===== src/rtl/decode_pkg.sv =====
// Shared decode types and constants: opcode enum, E_Control field layout,
// W_Control encodings and the full E_Control value set.
package decode_pkg;

  typedef enum logic [3:0] {
    OP_BR   = 4'h0,
    OP_ADD  = 4'h1,
    OP_LD   = 4'h2,
    OP_ST   = 4'h3,
    OP_JSR  = 4'h4,
    OP_AND  = 4'h5,
    OP_LDR  = 4'h6,
    OP_STR  = 4'h7,
    OP_RTI  = 4'h8,
    OP_NOT  = 4'h9,
    OP_LDI  = 4'hA,
    OP_STI  = 4'hB,
    OP_JMP  = 4'hC,
    OP_RES  = 4'hD,
    OP_LEA  = 4'hE,
    OP_TRAP = 4'hF
  } opcode_e;

  typedef struct packed {
    logic [1:0] alu_control;
    logic [1:0] pcselect1;
    logic       pcselect2;
    logic       op2select;
  } e_control_t;

  localparam logic [1:0] W_ALU = 2'b00;
  localparam logic [1:0] W_MEM = 2'b01;
  localparam logic [1:0] W_PC  = 2'b10;

  localparam e_control_t E_ADD_REG = 6'h00;
  localparam e_control_t E_ADD_IMM = 6'h01;
  localparam e_control_t E_AND_REG = 6'h10;
  localparam e_control_t E_AND_IMM = 6'h11;
  localparam e_control_t E_NOT     = 6'h20;
  localparam e_control_t E_PCREL   = 6'h06;
  localparam e_control_t E_BASEREL = 6'h08;
  localparam e_control_t E_JMP     = 6'h0C;
  localparam e_control_t E_NONE    = 6'h00;

  function automatic logic is_unsupported(input opcode_e op);
    return (op == OP_JSR) || (op == OP_RTI) || (op == OP_RES) || (op == OP_TRAP);
  endfunction

endpackage


===== src/rtl/decode_ctrl_lut.sv =====
// Combinational opcode-to-control mapping for the decode stage.
// Optional illegal-opcode flag present only with DECODE_ILLEGAL_DET_EN.
module decode_ctrl_lut
  import decode_pkg::*;
(
  input  opcode_e     opcode,
  input  logic        imm_flag,
  output e_control_t  e_control,
  output logic [1:0]  w_control,
  output logic        mem_control
`ifdef DECODE_ILLEGAL_DET_EN
  ,
  output logic        illegal
`endif
);

  always_comb begin
    e_control   = E_NONE;
    w_control   = W_ALU;
    mem_control = 1'b0;
    case (opcode)
      OP_ADD:  e_control = imm_flag ? E_ADD_IMM : E_ADD_REG;
      OP_AND:  e_control = imm_flag ? E_AND_IMM : E_AND_REG;
      OP_NOT:  e_control = E_NOT;
      OP_BR, OP_ST:
               e_control = E_PCREL;
      OP_LD: begin
        e_control = E_PCREL;
        w_control = W_MEM;
      end
      OP_LDI: begin
        e_control   = E_PCREL;
        w_control   = W_MEM;
        mem_control = 1'b1;
      end
      OP_STI: begin
        e_control   = E_PCREL;
        mem_control = 1'b1;
      end
      OP_LEA: begin
        e_control = E_PCREL;
        w_control = W_PC;
      end
      OP_LDR: begin
        e_control = E_BASEREL;
        w_control = W_MEM;
      end
      OP_STR:  e_control = E_BASEREL;
      OP_JMP:  e_control = E_JMP;
      default: ;
    endcase
  end

`ifdef DECODE_ILLEGAL_DET_EN
  assign illegal = is_unsupported(opcode);
`endif

endmodule


===== src/rtl/decode_stage.sv =====
// Decode pipeline stage: registers instruction, next-PC and decoded controls.
// Define DECODE_ILLEGAL_DET_EN to add illegal_op / illegal_cnt outputs.
module decode_stage
  import decode_pkg::*;
(
  input  logic        clock,
  input  logic        reset,
  input  logic        enable_decode,
  input  logic [15:0] dout,
  input  logic [15:0] npc_in,
  output logic [15:0] IR,
  output logic [15:0] npc_out,
  output logic [5:0]  E_Control,
  output logic        Mem_Control,
  output logic [1:0]  W_Control,
  output logic        decode_valid
`ifdef DECODE_ILLEGAL_DET_EN
  ,
  output logic        illegal_op,
  output logic [7:0]  illegal_cnt
`endif
);

  e_control_t e_next;
  logic [1:0] w_next;
  logic       m_next;
`ifdef DECODE_ILLEGAL_DET_EN
  logic       ill_next;
`endif

  decode_ctrl_lut u_lut (
    .opcode      (opcode_e'(dout[15:12])),
    .imm_flag    (dout[5]),
    .e_control   (e_next),
    .w_control   (w_next),
    .mem_control (m_next)
`ifdef DECODE_ILLEGAL_DET_EN
    ,
    .illegal     (ill_next)
`endif
  );

  always_ff @(posedge clock or posedge reset) begin
    if (reset) begin
      IR           <= '0;
      npc_out      <= '0;
      E_Control    <= '0;
      Mem_Control  <= 1'b0;
      W_Control    <= '0;
      decode_valid <= 1'b0;
    end else if (enable_decode) begin
      IR           <= dout;
      npc_out      <= npc_in;
      E_Control    <= e_next;
      Mem_Control  <= m_next;
      W_Control    <= w_next;
      decode_valid <= 1'b1;
    end
  end

`ifdef DECODE_ILLEGAL_DET_EN
  always_ff @(posedge clock or posedge reset) begin
    if (reset) begin
      illegal_op  <= 1'b0;
      illegal_cnt <= '0;
    end else if (enable_decode) begin
      illegal_op <= ill_next;
      if (ill_next && (illegal_cnt != '1))
        illegal_cnt <= illegal_cnt + 8'd1;
    end
  end
`endif

endmodule

===== config.mk =====
export PLATFORM = sky130hd
export DESIGN_NAME = decode_stage
export DESIGN_NICKNAME = d
export VERILOG_FILES = /design/src/rtl/decode_pkg.sv /design/src/rtl/decode_ctrl_lut.sv /design/src/rtl/decode_stage.sv
export SDC_FILE = /design/constraint.sdc
export NUM_CORES = 1
export LEC_CHECK = 0
export BUFFER_PORTS_ARGS = -buffer_cell sky130_fd_sc_hd__buf_2
export CAP_MARGIN = 5
export CORE_ASPECT_RATIO = 1.4
export CORE_MARGIN = 5
export CORE_UTILIZATION = 30
export CTS_CLUSTER_SIZE = 14
export DETAILED_ROUTE_END_ITERATION = 8
export REMOVE_ABC_BUFFERS = 1
export SLEW_MARGIN = 20
export SYNTH_ARGS = -nofsm -noshare
export SYNTH_HDL_FRONTEND = slang
export SYNTH_HIERARCHICAL = 1
export SYNTH_SLANG_ARGS = --single-unit

===== constraint.sdc =====
create_clock -name clock -period 2.8 [get_ports clock]
set_input_delay 0.56 -clock clock [delete_from_list [all_inputs] [get_ports clock]]
set_output_delay 0.56 -clock clock [all_outputs]
set_load 0.005 [all_outputs]

Word-level counts from Yosys, hierarchy flattened
Cells that the tools add are included.
- register bits: 42
- word-level logic and storage cells: 27
- input bits: 35
- equal/unequal tests: 11
- muxes and demuxes: 5
- reduce and logical (&&, ||, !) cells: 5
- operators with widths (operator ; count):
    case mux 6 bit (6 select lines) ; 1
    equality test 4 bit (second input constant) ; 5
    equality test 4 x 3 -> 1 bit (second input constant) ; 3
    equality test 4 x 2 -> 1 bit (second input constant) ; 2
    OR reduction 6 bit ; 1
    equality test 4 x 1 -> 1 bit (second input constant) ; 1
    logical NOT 4 bit ; 1
    case mux 2 bit (2 select lines) ; 1
    OR reduction 2 bit ; 2
    2-to-1 mux 1 bit ; 3
    OR reduction 3 bit ; 1

Longest topological paths before layout
Gate-level depths: netlist of run 1.
- depth in word-level cells: 3
- mapped depth: 4
- gate-level depth less buffers: 3

Hierarchy
Netlist of run 1, hierarchy kept.
- by module, submodules not included (module ; cells an instance ; area an instance (µm²) ; instances):
    decode_stage ; 90 ; 1760.4 ; 1
    decode_ctrl_lut ; 16 ; 118.9 ; 1

Least setup slack after synthesis of run 1
Ideal clock, no wire load.
- path kind: input to register
- start point: input port dout[14]
- end point: register E_Control[4]
- stages: 3
- setup time: 0.125 ns
- buffers on the path: 1
- data arrival time: 1.165 ns
- slack: 1.509 ns
- required time: 2.675 ns
- cell sequence: clkbuf_2 > and4bb_2 > mux2_4
- RTL lines (what ; line ; text):
    start, declared ; decode_stage.sv:9 ; input logic [15:0] dout,
    end signal, assigned ; decode_stage.sv:54 ; E_Control <= e_next;
    end, declared ; decode_stage.sv:13 ; output logic [5:0] E_Control,

Final worst setup path of run 1
- start point: input port enable_decode
- end point: register npc_out[12]
- RTL lines (what ; line ; text):
    start, declared ; decode_stage.sv:8 ; input logic enable_decode,
    end signal, assigned ; decode_stage.sv:53 ; npc_out <= npc_in;
    end, declared ; decode_stage.sv:12 ; output logic [15:0] npc_out,
No word-level cell between the ends.

==> report_table.html, run 1 <==
<table>
<tr><th>Metric</th><th>Value</th></tr>
<tr><th colspan="2">Status</th></tr>
<tr><td>Run status</td><td>completed</td></tr>
<tr><th colspan="2">Logic synthesis</th></tr>
<tr><td>Asr flop ratio synth</td><td>100%</td></tr>
<tr><td>Area share of the leading cell type in the synthesized netlist</td><td>55.9%</td></tr>
<tr><td>Number of library cell types mapped by synthesis</td><td>20</td></tr>
<tr><td>Top cell type by total area after synthesis</td><td>sky130_fd_sc_hd__dfrtp_1</td></tr>
<tr><td>Post-synth top cells</td><td>sky130_fd_sc_hd__dfrtp_1, sky130_fd_sc_hd__mux2_4, sky130_fd_sc_hd__buf_12</td></tr>
<tr><td>Leading cell types by total area after synthesis</td><td>sky130_fd_sc_hd__dfrtp_1, sky130_fd_sc_hd__mux2_4, sky130_fd_sc_hd__buf_12, sky130_fd_sc_hd__and4bb_2, sky130_fd_sc_hd__mux2_2</td></tr>
<tr><td>Number of cells produced by synthesis</td><td>106</td></tr>
<tr><td>Sequential area share after synthesis</td><td>55.9%</td></tr>
<tr><td>Most frequent cell after synthesis</td><td>sky130_fd_sc_hd__dfrtp_1</td></tr>
<tr><td>Main flop type after synthesis</td><td>sky130_fd_sc_hd__dfrtp_1</td></tr>
<tr><td>Post-synth design cell area</td><td>0.00188 mm²</td></tr>
<tr><td>Yosys Warn Count</td><td>6</td></tr>
<tr><td>Flip-flop and latch count after synthesis</td><td>42</td></tr>
<tr><td>Number of flops mapped to enable cells by yosys</td><td>0</td></tr>
<tr><td>Avg Synthesized Cell Area</td><td>17.7 µm²</td></tr>
<tr><th colspan="2">Clock network</th></tr>
<tr><td>Largest buffer count on any clock path</td><td>2</td></tr>
<tr><td>Insertion delay of the later-clocked pin in the worst-skew pair</td><td>0.28 ns</td></tr>
<tr><td>Clock sink count</td><td>42</td></tr>
<tr><td>Number of cells upsized or downsized after cts</td><td>0</td></tr>
<tr><td>Number of buffers inserted during clock tree synthesis</td><td>5</td></tr>
<tr><td>Number of buffers inserted by hold repair at cts</td><td>0</td></tr>
<tr><td>Clk Tree Root Cell</td><td>sky130_fd_sc_hd__clkbuf_8</td></tr>
<tr><td>H-tree Lvls</td><td>2</td></tr>
<tr><td>Buffers inserted during post-CTS setup optimization</td><td>0</td></tr>
<tr><td>CTS tree</td><td>done</td></tr>
<tr><td>CTS clk-pin slew, worst paths</td><td>0.08 ns</td></tr>
<tr><th colspan="2">Finish</th></tr>
<tr><td>ANT cells</td><td>0</td></tr>
<tr><td>Area added between synthesis and finish</td><td>26.3%</td></tr>
<tr><td>Share of cells above drive strength 1</td><td>71.0%</td></tr>
<tr><td>Final instance area</td><td>0.00237 mm²</td></tr>
<tr><td>Final net count</td><td>220</td></tr>
<tr><th colspan="2">Route</th></tr>
<tr><td>Total Routed Length</td><td>3780 µm</td></tr>
<tr><td>Antenna Violating Nets Remaining</td><td>0</td></tr>
<tr><td>Count of routing violations after the opening detailed-route iteration</td><td>8</td></tr>
<tr><td>Average detailed-routed wire length per instance</td><td>14.6 µm</td></tr>
<tr><td>Total number of vias</td><td>1113</td></tr>
<tr><td>Average vias per placed instance</td><td>4.31</td></tr>
<tr><td>DR DRC count</td><td>0</td></tr>
<tr><td>Number of optimization iterations in the first detailed-route pass</td><td>3</td></tr>
<tr><th colspan="2">Timing</th></tr>
<tr><td>Setup repair after global routing missed its margin</td><td>false</td></tr>
<tr><td>Setup Viol. Count Final</td><td>0</td></tr>
<tr><td>Worst-Margin Slew</td><td>0.567 ns</td></tr>
<tr><td>Number of failing hold endpoints at the final stage</td><td>0</td></tr>
<tr><td>Worst clock skew on the final layout</td><td>0 ns</td></tr>
<tr><td>Shortest clock period the worst path allows after layout</td><td>1.48 ns</td></tr>
<tr><td>Portion of the clock cycle consumed by the worst path in the final layout</td><td>52.7%</td></tr>
<tr><td>Worst slew slack as a fraction of its limit</td><td>62.2%</td></tr>
<tr><td>Final number of max-transition violations</td><td>0</td></tr>
<tr><td>Setup TNS</td><td>0 ns</td></tr>
<tr><td>Max Clk Rate</td><td>678 MHz</td></tr>
<tr><th colspan="2">Power and ir drop</th></tr>
<tr><td>Clock network power share</td><td>29.5%</td></tr>
<tr><td>Sequential share of power</td><td>53.0%</td></tr>
<tr><td>Net switching power</td><td>0.306 mW</td></tr>
<tr><td>Combinational share of power</td><td>17.5%</td></tr>
<tr><td>Leakage power</td><td>1.24 nW</td></tr>
<tr><td>Power density normalized to cell area</td><td>552 mW/mm²</td></tr>
<tr><td>IR Drop Worst-Case VDD</td><td>0.355 mV</td></tr>
<tr><td>Internal power component</td><td>1.00 mW</td></tr>
<tr><td>Sw Ratio</td><td>23.4%</td></tr>
<tr><th colspan="2">Floorplan</th></tr>
<tr><td>Standard-cell row count</td><td>34</td></tr>
<tr><td>Area of the core</td><td>0.00617 mm²</td></tr>
<tr><td>Top Ports</td><td>77</td></tr>
<tr><td>Die Span X</td><td>76.9 µm</td></tr>
<tr><td>Die area</td><td>0.00797 mm²</td></tr>
<tr><td>Die Y-Extent</td><td>104 µm</td></tr>
<tr><td>Initial Utilization</td><td>30.5%</td></tr>
<tr><th colspan="2">Global routing</th></tr>
<tr><td>Aggregate global routing overflow</td><td>0</td></tr>
<tr><td>Vias in the first global route</td><td>1251</td></tr>
<tr><td>Global-route track usage on met2</td><td>15.1%</td></tr>
<tr><td>Global routing usage on met3</td><td>2.43%</td></tr>
<tr><td>Antenna violations before repair</td><td>0</td></tr>
<tr><td>GRT busiest layer</td><td>met2</td></tr>
<tr><td>Largest net degree at the start of global routing</td><td>32</td></tr>
<tr><td>All-layer global routing usage</td><td>9.98%</td></tr>
<tr><td>Global-route track usage on met1</td><td>14.0%</td></tr>
<tr><td>First-pass GRT wire length</td><td>6470 µm</td></tr>
<tr><th colspan="2">Critical path</th></tr>
<tr><td>Crit end category</td><td>flop</td></tr>
<tr><td>Critical Path, Cell by Cell</td><td>buf_2 -&gt; buf_12 -&gt; mux2_4</td></tr>
<tr><td>Worst EP required</td><td>2.97 ns</td></tr>
<tr><td>Startpoint-to-endpoint class of the critical path</td><td>primary input to flop</td></tr>
<tr><td>Highest net fanout along the worst path</td><td>24</td></tr>
<tr><td>Biggest cell delay along the critical path</td><td>0.45 ns</td></tr>
<tr><td>Data arrival time of the critical path</td><td>1.64 ns</td></tr>
<tr><td>Launching element type of the critical path</td><td>primary input</td></tr>
<tr><td>Slowest stage cell, crit path</td><td>sky130_fd_sc_hd__buf_2</td></tr>
<tr><th colspan="2">Placement</th></tr>
<tr><td>Port Buffer Count</td><td>76</td></tr>
<tr><td>Routability cong.</td><td>0.699</td></tr>
<tr><td>Post-detailed-placement cell area</td><td>0.00228 mm²</td></tr>
<tr><td>Half-perimeter wire length after placement</td><td>2910 µm</td></tr>
<tr><th colspan="2">Flow run</th></tr>
<tr><td>Max cap viols</td><td>0</td></tr>
<tr><th colspan="2">Worst hold path</th></tr>
<tr><td>Classification of the worst-slack hold path</td><td>primary input to asynchronous set/reset pin</td></tr>
</table>
==> final timing paths <==
kind	startpoint	to	slack (ns)	cells past startpoint
max	enable_decode	npc_out[12]	1.32	3
min	reset	IR[10]	0.29	2
max reg2reg	IR[15]	IR[15]	2.01	1
min reg2reg	decode_valid	decode_valid	0.46	1
max in group asynchronous	reset	IR[2]	1.96	3
min in group clock	decode_valid	decode_valid	0.46	1
==> through the flow <==
stage                     utilization (%)  cells  setup slack [ns]  power [mW]  hold slack (ns)
final                                38.5    258              1.32        1.31            0.293
after global placement               37.0    250              1.03       0.938            0.446
after CTS                            38.5    258              1.33        1.34            0.295
after detailed placement             37.0    250              1.01       0.939            0.443
after global routing                 38.5    258              1.29        1.39            0.324
after floorplan                         -    100              1.27       0.815            0.456
==> routing by layer <==
metal | share of wire (%) | routed length [µm]
met1 | 45 | 1710
met2 | 46 | 1750
met3 | 7.2 | 271
met4 | 1.3 | 51
met5 | 0 | 0
==> cells by family after synthesis <==
| logic type | share of synthesized area (%) |
|---|---|
| mux | 32.4 |
| flops | 55.9 |
| buf+inv | 5.53 |
| simple gates | 4.33 |
| compound gates | 1.86 |
==> power groups by stage <==
stage / Sequential, mW / Clock [mW] / Combinational, mW
after detailed placement: 0.704 / 0 / 0.235
after global placement: 0.708 / 0 / 0.230
after floorplan: 0.706 / 0 / 0.108
after global routing: 0.704 / 0.439 / 0.251
after CTS: 0.696 / 0.406 / 0.234
final: 0.694 / 0.387 / 0.229
==> worst max-delay path: cells and delay by family <==
family / cells / cell delay, ns
buf+inv: 2 / 0.74
mux: 1 / 0.32
==> cell type report <==
cell class	instances	area, µm²
fillers	571	3790
multi-input cells	56	724
clock inverters	1	5.00
repair buffers	78	408
inverters	2	8.76
flip-flops and latches	42	1050
well taps	72	90.1
clock buffers	7	86.3
==> sequential cells by signal, summed over array words and instances, names as in the netlist <==
signal and count:
E_Control 6, IR 16, Mem_Control 1, W_Control 2, decode_valid 1, npc_out 16
==> cell usage in the layout, fill, tap and decap left out <==
cell type and instances:
sky130_fd_sc_hd__clkbuf_1 1, sky130_fd_sc_hd__buf_2 76, sky130_fd_sc_hd__buf_4 1, sky130_fd_sc_hd__o21a_1 1, sky130_fd_sc_hd__a21oi_1 1, sky130_fd_sc_hd__clkbuf_8 6, sky130_fd_sc_hd__dfrtp_1 42, sky130_fd_sc_hd__nor2_1 1
sky130_fd_sc_hd__clkinv_2 2, sky130_fd_sc_hd__buf_12 1, sky130_fd_sc_hd__nand2b_1 1, sky130_fd_sc_hd__mux2_4 39, sky130_fd_sc_hd__and4bb_2 2, sky130_fd_sc_hd__nor3b_1 2, sky130_fd_sc_hd__nor4b_2 1, sky130_fd_sc_hd__nor2b_1 1
sky130_fd_sc_hd__inv_2 1, sky130_fd_sc_hd__o21ba_2 1, sky130_fd_sc_hd__mux2_2 2, sky130_fd_sc_hd__o22ai_1 2, sky130_fd_sc_hd__or2_1 1, sky130_fd_sc_hd__nand2_1 1
Note: power is estimated with default switching activity, not from simulation.
==> inputs of run 2 (changes only) <==
clock period = 1.29 ns   (was 2.8 ns; I/O delays follow)
==> run 2 against run 1 <==
Effect of this change:
- critical path depth fell by 2
- power rose by 130%
- setup slack got worse by 1.1 ns
- combinational power rose by 130%
- global-route usage rose by 0.23 points
- sequential power rose by 120%
- hold slack got worse by 0.097 ns
- clock power rose to 2.6 times the previous value
- critical path type is now flop to output port
- largest power group unchanged
- highest routed layer is now met3
==> report_table.html, run 2 (synthesized netlist as in run 1, its figures left out) <==
<table>
<tr><th>Metric</th><th>Value</th></tr>
<tr><th colspan="2">Worst hold path</th></tr>
<tr><td>Classification of the worst-slack hold path</td><td>primary input to flop</td></tr>
<tr><th colspan="2">Finish</th></tr>
<tr><td>Final net count</td><td>224</td></tr>
<tr><td>ANT cells</td><td>0</td></tr>
<tr><td>Largest regs</td><td>IR x16, npc_out x16, E_Control x6</td></tr>
<tr><td>Share of cells above drive strength 1</td><td>71.1%</td></tr>
<tr><td>Core occupancy in the finished layout</td><td>39.7%</td></tr>
<tr><td>Commonest cells after routing, fill and taps aside</td><td>sky130_fd_sc_hd__buf_2, sky130_fd_sc_hd__dfrtp_1, sky130_fd_sc_hd__mux2_4</td></tr>
<tr><td>Commonest non-fill, non-tap cell in the layout</td><td>sky130_fd_sc_hd__buf_2</td></tr>
<tr><td>Number of standard cells in the final layout excluding fillers</td><td>262</td></tr>
<tr><td>Area added between synthesis and finish</td><td>30.2%</td></tr>
<tr><th colspan="2">Timing</th></tr>
<tr><td>Max Clk Rate</td><td>931 MHz</td></tr>
<tr><td>Portion of the clock cycle consumed by the worst path in the final layout</td><td>83.2%</td></tr>
<tr><td>Setup TNS</td><td>0 ns</td></tr>
<tr><td>Setup repair after global routing missed its margin</td><td>false</td></tr>
<tr><td>Worst clock skew on the final layout</td><td>0 ns</td></tr>
<tr><td>Worst slew slack as a fraction of its limit</td><td>74.5%</td></tr>
<tr><td>Worst-Margin Slew</td><td>0.382 ns</td></tr>
<tr><td>Shortest clock period the worst path allows after layout</td><td>1.07 ns</td></tr>
<tr><td>Setup Viol. Count Final</td><td>0</td></tr>
<tr><td>Final number of max-transition violations</td><td>0</td></tr>
<tr><td>Number of failing hold endpoints at the final stage</td><td>0</td></tr>
<tr><th colspan="2">Critical path</th></tr>
<tr><td>Critical Path Source</td><td>IR[10]</td></tr>
<tr><td>Worst EP required</td><td>1.03 ns</td></tr>
<tr><td>Biggest cell delay along the critical path</td><td>0.39 ns</td></tr>
<tr><td>Data arrival time of the critical path</td><td>0.82 ns</td></tr>
<tr><td>RR Startpoint</td><td>npc_out[10]</td></tr>
<tr><td>Timing endpoint of the critical path</td><td>IR[10]</td></tr>
<tr><td>Kind of cell adding the most delay to the critical path</td><td>flip-flops</td></tr>
<tr><td>Highest net fanout along the worst path</td><td>2</td></tr>
<tr><td>Number of buffers and inverters on the critical path</td><td>1</td></tr>
<tr><td>Endpoint of the worst register-to-register path</td><td>npc_out[10]</td></tr>
<tr><td>Logic depth of the worst path, buffers included</td><td>1</td></tr>
<tr><td>Launching element type of the critical path</td><td>flop</td></tr>
<tr><td>Number of cell instances on the worst register-to-register path</td><td>1</td></tr>
<tr><td>Startpoint-to-endpoint class of the critical path</td><td>flop to output port</td></tr>
<tr><td>Crit end category</td><td>output port</td></tr>
<tr><td>Register-to-register path setup slack</td><td>0.52 ns</td></tr>
<tr><td>Slowest stage cell, crit path</td><td>sky130_fd_sc_hd__dfrtp_1</td></tr>
<tr><td>Critical Path, Cell by Cell</td><td>buf_2</td></tr>
<tr><th colspan="2">Placement</th></tr>
<tr><td>Half-perimeter wire length after placement</td><td>2920 µm</td></tr>
<tr><td>Placed cell count</td><td>253</td></tr>
<tr><td>Port Buffer Count</td><td>76</td></tr>
<tr><td>Routability cong.</td><td>0.701</td></tr>
<tr><th colspan="2">Power and ir drop</th></tr>
<tr><td>Net switching power</td><td>0.707 mW</td></tr>
<tr><td>Power density normalized to cell area</td><td>1240 mW/mm²</td></tr>
<tr><td>Internal power component</td><td>2.33 mW</td></tr>
<tr><td>Combinational share of power</td><td>17.2%</td></tr>
<tr><td>IR Drop Worst-Case VDD</td><td>0.497 mV</td></tr>
<tr><td>Clock network power share</td><td>33.4%</td></tr>
<tr><td>Leakage power</td><td>1.27 nW</td></tr>
<tr><td>Sw Ratio</td><td>23.3%</td></tr>
<tr><td>Sequential share of power</td><td>49.4%</td></tr>
<tr><th colspan="2">Clock network</th></tr>
<tr><td>H-tree Lvls</td><td>2</td></tr>
<tr><td>CTS clk-pin slew, worst paths</td><td>0.08 ns</td></tr>
<tr><td>Largest buffer count on any clock path</td><td>2</td></tr>
<tr><td>Buffers inserted during post-CTS setup optimization</td><td>0</td></tr>
<tr><td>Number of buffers inserted by hold repair at cts</td><td>1</td></tr>
<tr><td>Number of cells upsized or downsized after cts</td><td>0</td></tr>
<tr><td>Clock sink count</td><td>42</td></tr>
<tr><td>Number of buffers inserted during clock tree synthesis</td><td>5</td></tr>
<tr><td>Clk Tree Root Cell</td><td>sky130_fd_sc_hd__clkbuf_8</td></tr>
<tr><td>Insertion delay of the later-clocked pin in the worst-skew pair</td><td>0.29 ns</td></tr>
<tr><td>CTS tree</td><td>done</td></tr>
<tr><th colspan="2">Global routing</th></tr>
<tr><td>First-pass GRT wire length</td><td>6560 µm</td></tr>
<tr><td>Antenna violations before repair</td><td>0</td></tr>
<tr><td>Largest net degree at the start of global routing</td><td>31</td></tr>
<tr><td>Aggregate global routing overflow</td><td>0</td></tr>
<tr><td>Vias in the first global route</td><td>1301</td></tr>
<tr><td>All-layer global routing usage</td><td>10.2%</td></tr>
<tr><th colspan="2">Route</th></tr>
<tr><td>Average vias per placed instance</td><td>4.37</td></tr>
<tr><td>Number of optimization iterations in the first detailed-route pass</td><td>3</td></tr>
<tr><td>DR DRC count</td><td>0</td></tr>
<tr><td>Total Routed Length</td><td>3950 µm</td></tr>
<tr><td>Count of routing violations after the opening detailed-route iteration</td><td>21</td></tr>
<tr><td>Total number of vias</td><td>1146</td></tr>
<tr><td>Antenna Violating Nets Remaining</td><td>0</td></tr>
<tr><td>Average detailed-routed wire length per instance</td><td>15.1 µm</td></tr>
<tr><th colspan="2">Floorplan</th></tr>
<tr><td>Die Y-Extent</td><td>104 µm</td></tr>
<tr><td>Area of the core</td><td>0.00617 mm²</td></tr>
<tr><td>Die Span X</td><td>76.9 µm</td></tr>
<tr><td>Initial Utilization</td><td>30.5%</td></tr>
<tr><td>Standard-cell row count</td><td>34</td></tr>
<tr><td>Die area</td><td>0.00797 mm²</td></tr>
<tr><td>Top Ports</td><td>77</td></tr>
<tr><th colspan="2">Status</th></tr>
<tr><td>Run status</td><td>completed</td></tr>
<tr><th colspan="2">Flow run</th></tr>
<tr><td>Max cap viols</td><td>0</td></tr>
</table>
[run 2: through the flow]
| stage | hold WS, ns | power [mW] | instance area [µm²] | worst slack [ns] |
|---|---|---|---|---|
| floorplan | 0.364 | 1.77 | 1780 | 0.0576 |
| global placement | 0.259 | 2.05 | 2330 | 0.189 |
| detailed placement | 0.261 | 2.06 | 2330 | 0.176 |
| CTS | 0.186 | 3.09 | 2450 | 0.201 |
| global route | 0.184 | 3.19 | 2450 | 0.178 |
| finish | 0.197 | 3.04 | 2450 | 0.216 |
[run 2: worst min path at each step]
stage	start	to	slack [ns]	cells after the start
2_1_floorplan	enable_decode	decode_valid	0.36	1
3_3_place_gp	reset	npc_out[5]	0.26	3
3_5_place_dp	reset	npc_out[5]	0.26	3
4_1_cts	npc_in[8]	npc_out[8]	0.19	2
5_1_grt	npc_in[3]	npc_out[3]	0.18	2
6_report	npc_in[8]	npc_out[8]	0.20	2
[run 2: cell type report]
type | count | area (µm²)
Clock inverter | 3 | 40.0
Timing Repair Buffer | 82 | 465
Tap cell | 72 | 90.1
Inverter | 2 | 7.51
Clock buffer | 5 | 68.8
Multi-Input combinational cell | 56 | 724
Sequential cell | 42 | 1050
Fill cell | 587 | 3720
[run 2: per-layer routing]
| layer | track usage [%] | vias up | routed length [µm] |
|---|---|---|---|
| li1 | - | 534 | - |
| met1 | 12.7 | 557 | 1640 |
| met2 | 16.6 | 55 | 1980 |
| met3 | 3.91 | 0 | 332 |
| met4 | 2.25 | 0 | 0 |
| met5 | 0 | - | 0 |
[run 2: power groups by stage]
stage / registers [mW] / logic (mW) / clock network [mW]
2_1_floorplan: 1.53 / 0.235 / 0
3_3_place_gp: 1.53 / 0.526 / 0
3_5_place_dp: 1.52 / 0.537 / 0
4_1_cts: 1.50 / 0.535 / 1.05
5_1_grt: 1.52 / 0.573 / 1.10
6_report: 1.50 / 0.521 / 1.01
